## src/rtl/fifo_param.sv

```systemverilog
// Parametrised single-clock FIFO with programmable almost flags, optional
// first-word-fall-through read, synchronous flush and sticky error flags.
module fifo_param #(
    parameter int DATA_W   = 10,
    parameter int DEPTH    = 16,
    parameter int AF_LEVEL = 12,
    parameter int AE_LEVEL = 4,
    parameter int FWFT     = 0
) (
    input  logic                       clk,
    input  logic                       reset,
    input  logic                       push,
    input  logic                       pop,
    input  logic                       flush,
    input  logic                       clr_err,
    input  logic [DATA_W-1:0]          inp_data,
    output logic [DATA_W-1:0]          out_data,
    output logic                       empty,
    output logic                       full,
    output logic                       almost_full,
    output logic                       almost_empty,
    output logic [$clog2(DEPTH):0]     cur_size,
    output logic                       overflow,
    output logic                       underflow
);

    localparam int PTR_W = $clog2(DEPTH);
    localparam int CNT_W = PTR_W + 1;

    logic [DATA_W-1:0] mem [DEPTH];
    logic [PTR_W-1:0]  rd_ptr;
    logic [PTR_W-1:0]  wr_ptr;
    logic [CNT_W-1:0]  count;
    logic              pop_ok;
    logic              push_ok;

    // Handshake: pop is taken only when data is held; push is taken when a
    // slot is free or one is being freed by an accepted pop on the same edge.
    assign pop_ok  = pop & ~empty;
    assign push_ok = push & (~full | pop_ok);

    assign empty        = (count == '0);
    assign full         = (count == CNT_W'(DEPTH));
    assign almost_full  = (count >= CNT_W'(AF_LEVEL));
    assign almost_empty = (count <= CNT_W'(AE_LEVEL));
    assign cur_size     = count;

    always_ff @(posedge clk) begin
        if (reset) begin
            rd_ptr <= '0;
            wr_ptr <= '0;
            count  <= '0;
        end else if (flush) begin
            rd_ptr <= '0;
            wr_ptr <= '0;
            count  <= '0;
        end else begin
            if (push_ok) wr_ptr <= wr_ptr + PTR_W'(1);
            if (pop_ok)  rd_ptr <= rd_ptr + PTR_W'(1);
            if (push_ok && !pop_ok)
                count <= count + CNT_W'(1);
            else if (pop_ok && !push_ok)
                count <= count - CNT_W'(1);
        end
    end

    // A new error event on the same edge as clr_err wins, so the flag stays set.
    always_ff @(posedge clk) begin
        if (reset) begin
            overflow  <= 1'b0;
            underflow <= 1'b0;
        end else begin
            overflow  <= (overflow  & ~clr_err) | (~flush & push & ~push_ok);
            underflow <= (underflow & ~clr_err) | (~flush & pop  & ~pop_ok);
        end
    end

    always_ff @(posedge clk) begin
        if (!reset && !flush && push_ok)
            mem[wr_ptr] <= inp_data;
    end

    generate
        if (FWFT != 0) begin : g_fwft
            assign out_data = empty ? '0 : mem[rd_ptr];
        end else begin : g_reg_read
            logic [DATA_W-1:0] out_reg;
            always_ff @(posedge clk) begin
                if (reset)
                    out_reg <= '0;
                else if (!flush && pop_ok)
                    out_reg <= mem[rd_ptr];
            end
            assign out_data = out_reg;
        end
    endgenerate

endmodule

```

## config.mk

```make
export PLATFORM = sky130hd
export DESIGN_NAME = fifo_param
export DESIGN_NICKNAME = d
export VERILOG_FILES = /design/src/rtl/fifo_param.sv
export SDC_FILE = /design/constraint.sdc
export NUM_CORES = 1
export LEC_CHECK = 0
export CAP_MARGIN = 10
export CELL_PAD_IN_SITES_DETAIL_PLACEMENT = 1
export CELL_PAD_IN_SITES_GLOBAL_PLACEMENT = 1
export CORE_UTILIZATION = 40
export CTS_CLUSTER_DIAMETER = 100
export DETAILED_ROUTE_END_ITERATION = 8
export GPL_TIMING_DRIVEN = 1
export PLACE_DENSITY = 0.75
export SYNTH_ARGS = -nofsm -noshare
export SYNTH_HDL_FRONTEND = slang
export SYNTH_SLANG_ARGS = --single-unit
```

## constraint.sdc

```tcl
create_clock -name clk -period 3.9 [get_ports clk]
set_clock_uncertainty 0.2 [all_clocks]
set_input_delay 0.975 -clock clk [delete_from_list [all_inputs] [get_ports clk]]
set_output_delay 0.975 -clock clk [all_outputs]
set_load 0.02 [all_outputs]
```

==> impl_metrics.env <==
export IMPL_synth_compound_area_share_pct=3.47
export IMPL_die_area_um2=19100
export IMPL_setup_viol=0
export IMPL_criticalPathCategory="register to primary output"
export IMPL_numPortBuffers=36
export IMPL_drv_slew=0
export IMPL_syn_area_per_cell_um2=18.6
export IMPL_ys_seq_area_share_pct=71.3
export IMPL_placed_area_um2=8120
export IMPL_drive_gt1_share_pct=22.8
export IMPL_worstPathArrival_ns=2.24
export IMPL_gp_congestion=0.765
export IMPL_worst_pin_slew_ns=0.951
export IMPL_synth_cell_type_count=44
export IMPL_row_count=49
export IMPL_start_kind="register"
export IMPL_synth_area_um2=7440
export IMPL_vias=3797
export IMPL_status="finished with violations"
export IMPL_fin_crit_ns=3.42
export IMPL_cts_clk_slew_worst_paths_ns=0.06
export IMPL_worst_ep_required_time_ns=2.72
export IMPL_synth_ff_type="edfxtp_1"
export IMPL_layoutNonFillerInstCount=698
export IMPL_synthAdderAreaFrac_pct=1.78
export IMPL_ctsResizeCount=0
export IMPL_postLayoutCellArea_um2=8740
export IMPL_post_cts_buffers=0
export IMPL_synth_nets=426
export IMPL_end_kind="primary output"
export IMPL_hold_viol=0
export IMPL_initial_utilization_pct=41.1
export IMPL_firstDrtPassIters=6
export IMPL_n_antenna_cell=0
export IMPL_fin_util_pct=48.4
export IMPL_synth_edff_count=160
export IMPL_cts_num_sinks=185
export IMPL_fmax_mhz=293
export IMPL_drtIter0Drc=298
export IMPL_yosys_warnings=0
export IMPL_postRouteAntennaNets=0
export IMPL_cts_hold_buf=0
export IMPL_drc=6
export IMPL_synth_xor_area_share_pct=1.06
export IMPL_grt_max_degree=30
export IMPL_fin_crit_sh_pct=87.6
export IMPL_finalWirelength_um=16300
export IMPL_total_power_uw=4430
export IMPL_cap_violations=0
export IMPL_vias_per_cell=5.44
export IMPL_ios=37
export IMPL_ys_async_sr_fraction_pct=0
export IMPL_nets=482
export IMPL_powerDensity_nw_per_um2=507
export IMPL_clk_path_buf_depth=2
export IMPL_dieHeight_um=138
export IMPL_worstSkewPairLatency_ns=0.43
export IMPL_ir_drop_mv=0.301
export IMPL_cts_buffers=17
export IMPL_setup_tns_final_ns=0
export IMPL_wl_per_cell_um=23.3
export IMPL_antenna_found_initial=0
export IMPL_dieWidth_um=138
export IMPL_slew_limit_headroom_pct=36.3
export IMPL_ctsHtreeMaxLevel=4
export IMPL_violations="DRC"
export IMPL_path_max_fanout=11
export IMPL_grt_pass1_vias=4129
export IMPL_worstHoldPathType="register to register"
export IMPL_synthCells=400
export IMPL_muxShareOfSynthArea_pct=15.5
export IMPL_synth_top_family_by_area="multiplexers"
export IMPL_place_hpwl_um=10700
export IMPL_overflow=0
export IMPL_area_delta_synth_final_pct=17.6
export IMPL_cts_tree="built"
export IMPL_place_inst=666
export IMPL_synth_seq_cells=185
export IMPL_root_buffer="clkbuf_16"
export IMPL_leakagePower_uw=0.00280
export IMPL_coreArea_um2=18100
export IMPL_rsz0062_at_grt="false"
export IMPL_synth_simple_gate_area_share_pct=4.91
export IMPL_grt_pass1_wl_um=25400
export IMPL_grt_util_all_layers_pct=18.2
## report_power, final
part	leakage (uW)	total, uW	switching (uW)	internal [uW]
Combinational	0.000854	433	237	196
Sequential	0.00164	2220	44.3	2180
Clock	0.000299	1780	728	1050
## cells by family after synthesis
| family | after synthesis |
|---|---|
| flops | 185 |
| simple gates | 78 |
| mux | 65 |
| compound gates | 28 |
| buf+inv | 25 |
| fa+ha+maj | 10 |
| xor+xnor | 9 |
## cell type report
class | count | area, um^2
fillers | 1683 | 9340
flip-flops and latches | 185 | 5310
multi-input cells | 190 | 1990
repair buffers | 58 | 526
clock buffers | 20 | 457
well taps | 229 | 287
clock inverters | 12 | 165
inverters | 4 | 15.0
## per-layer routing
metal	up-vias	GRT usage, %	part of all wire (%)	wire [um]
met4	0	7.51	0.77	125
met5	-	0	0	0
met3	10	3.12	3.1	507
li1	1703	-	-	-
met2	69	30.8	53	8680
met1	2015	23.5	43	6980
## state kept, by name, summed over array words and instances (netlist names)
| signal | count |
|---|---|
| mem | 160 |
| underflow | 1 |
| cur_size | 5 |
| wr_ptr | 4 |
| out_data | 10 |
| rd_ptr | 4 |
| overflow | 1 |
## synthesized netlist by cell type, types with 2 or more instances
library cell  count  area (um^2)
nor4_1            2         12.5
buf_6             3         33.8
dfxtp_1          25          500
a21oi_1           5         25.0
nand2_1          11         41.3
nand3_1           2         10.0
xor2_1            7         61.3
mux4_2           34          766
or3_1             2         12.5
mux2i_1          18          180
ha_1              9          113
mux4_1            4          105
edfxtp_1        160         4800
a221o_1           9         90.1
nand3b_1          2         15.0
nor2_1           44          165
and3_1            2         12.5
o21a_1            2         15.0
mux2_2            9          101
a21o_1            2         15.0
inv_1             4         15.0
nand2b_1          3         18.8
o211ai_1          2         15.0
buf_2            10         50.1
clkbuf_1          7         26.3
xnor2_1           2         17.5
nor3_1            3         15.0
## stage by stage
step / hold slack, ns / setup slack (ns)
after floorplan: 0.327 / 0.598
after global placement: 0.265 / 0.394
after detailed placement: 0.279 / 0.251
after CTS: 0.295 / 0.451
after global routing: 0.311 / 0.411
final: 0.288 / 0.485
## critical path: stages (launching register included)
cell and delay [ns]:
dfxtp_1 0.36, or4_4 0.66, nor2_1 0.17, clkdlybuf4s50_1 0.62
## worst paths after layout
path / start / slack, ns / end / depth (start not counted)
worst min-delay path: out_data[4] / 0.29 / out_data[4] / 1
worst min register to register: out_data[4] / 0.29 / out_data[4] / 1
worst max register to register: cur_size[2] / 0.74 / cur_size[4] / 9
worst max-delay path: cur_size[2] / 0.48 / full / 3
## cells in the final DEF (no fill, tap or decap), types with 11 or more instances in the layout
master / Yosys / final
buf_4: 0 / 22
mux4_2: 34 / 34
nor2_1: 44 / 44
clkdlybuf4s50_1: 0 / 36
mux2i_1: 18 / 18
nand2_1: 11 / 11
dfxtp_1: 25 / 22
edfxtp_1: 160 / 160
clkbuf_16: 0 / 17
(Power assumes the default switching activity.)
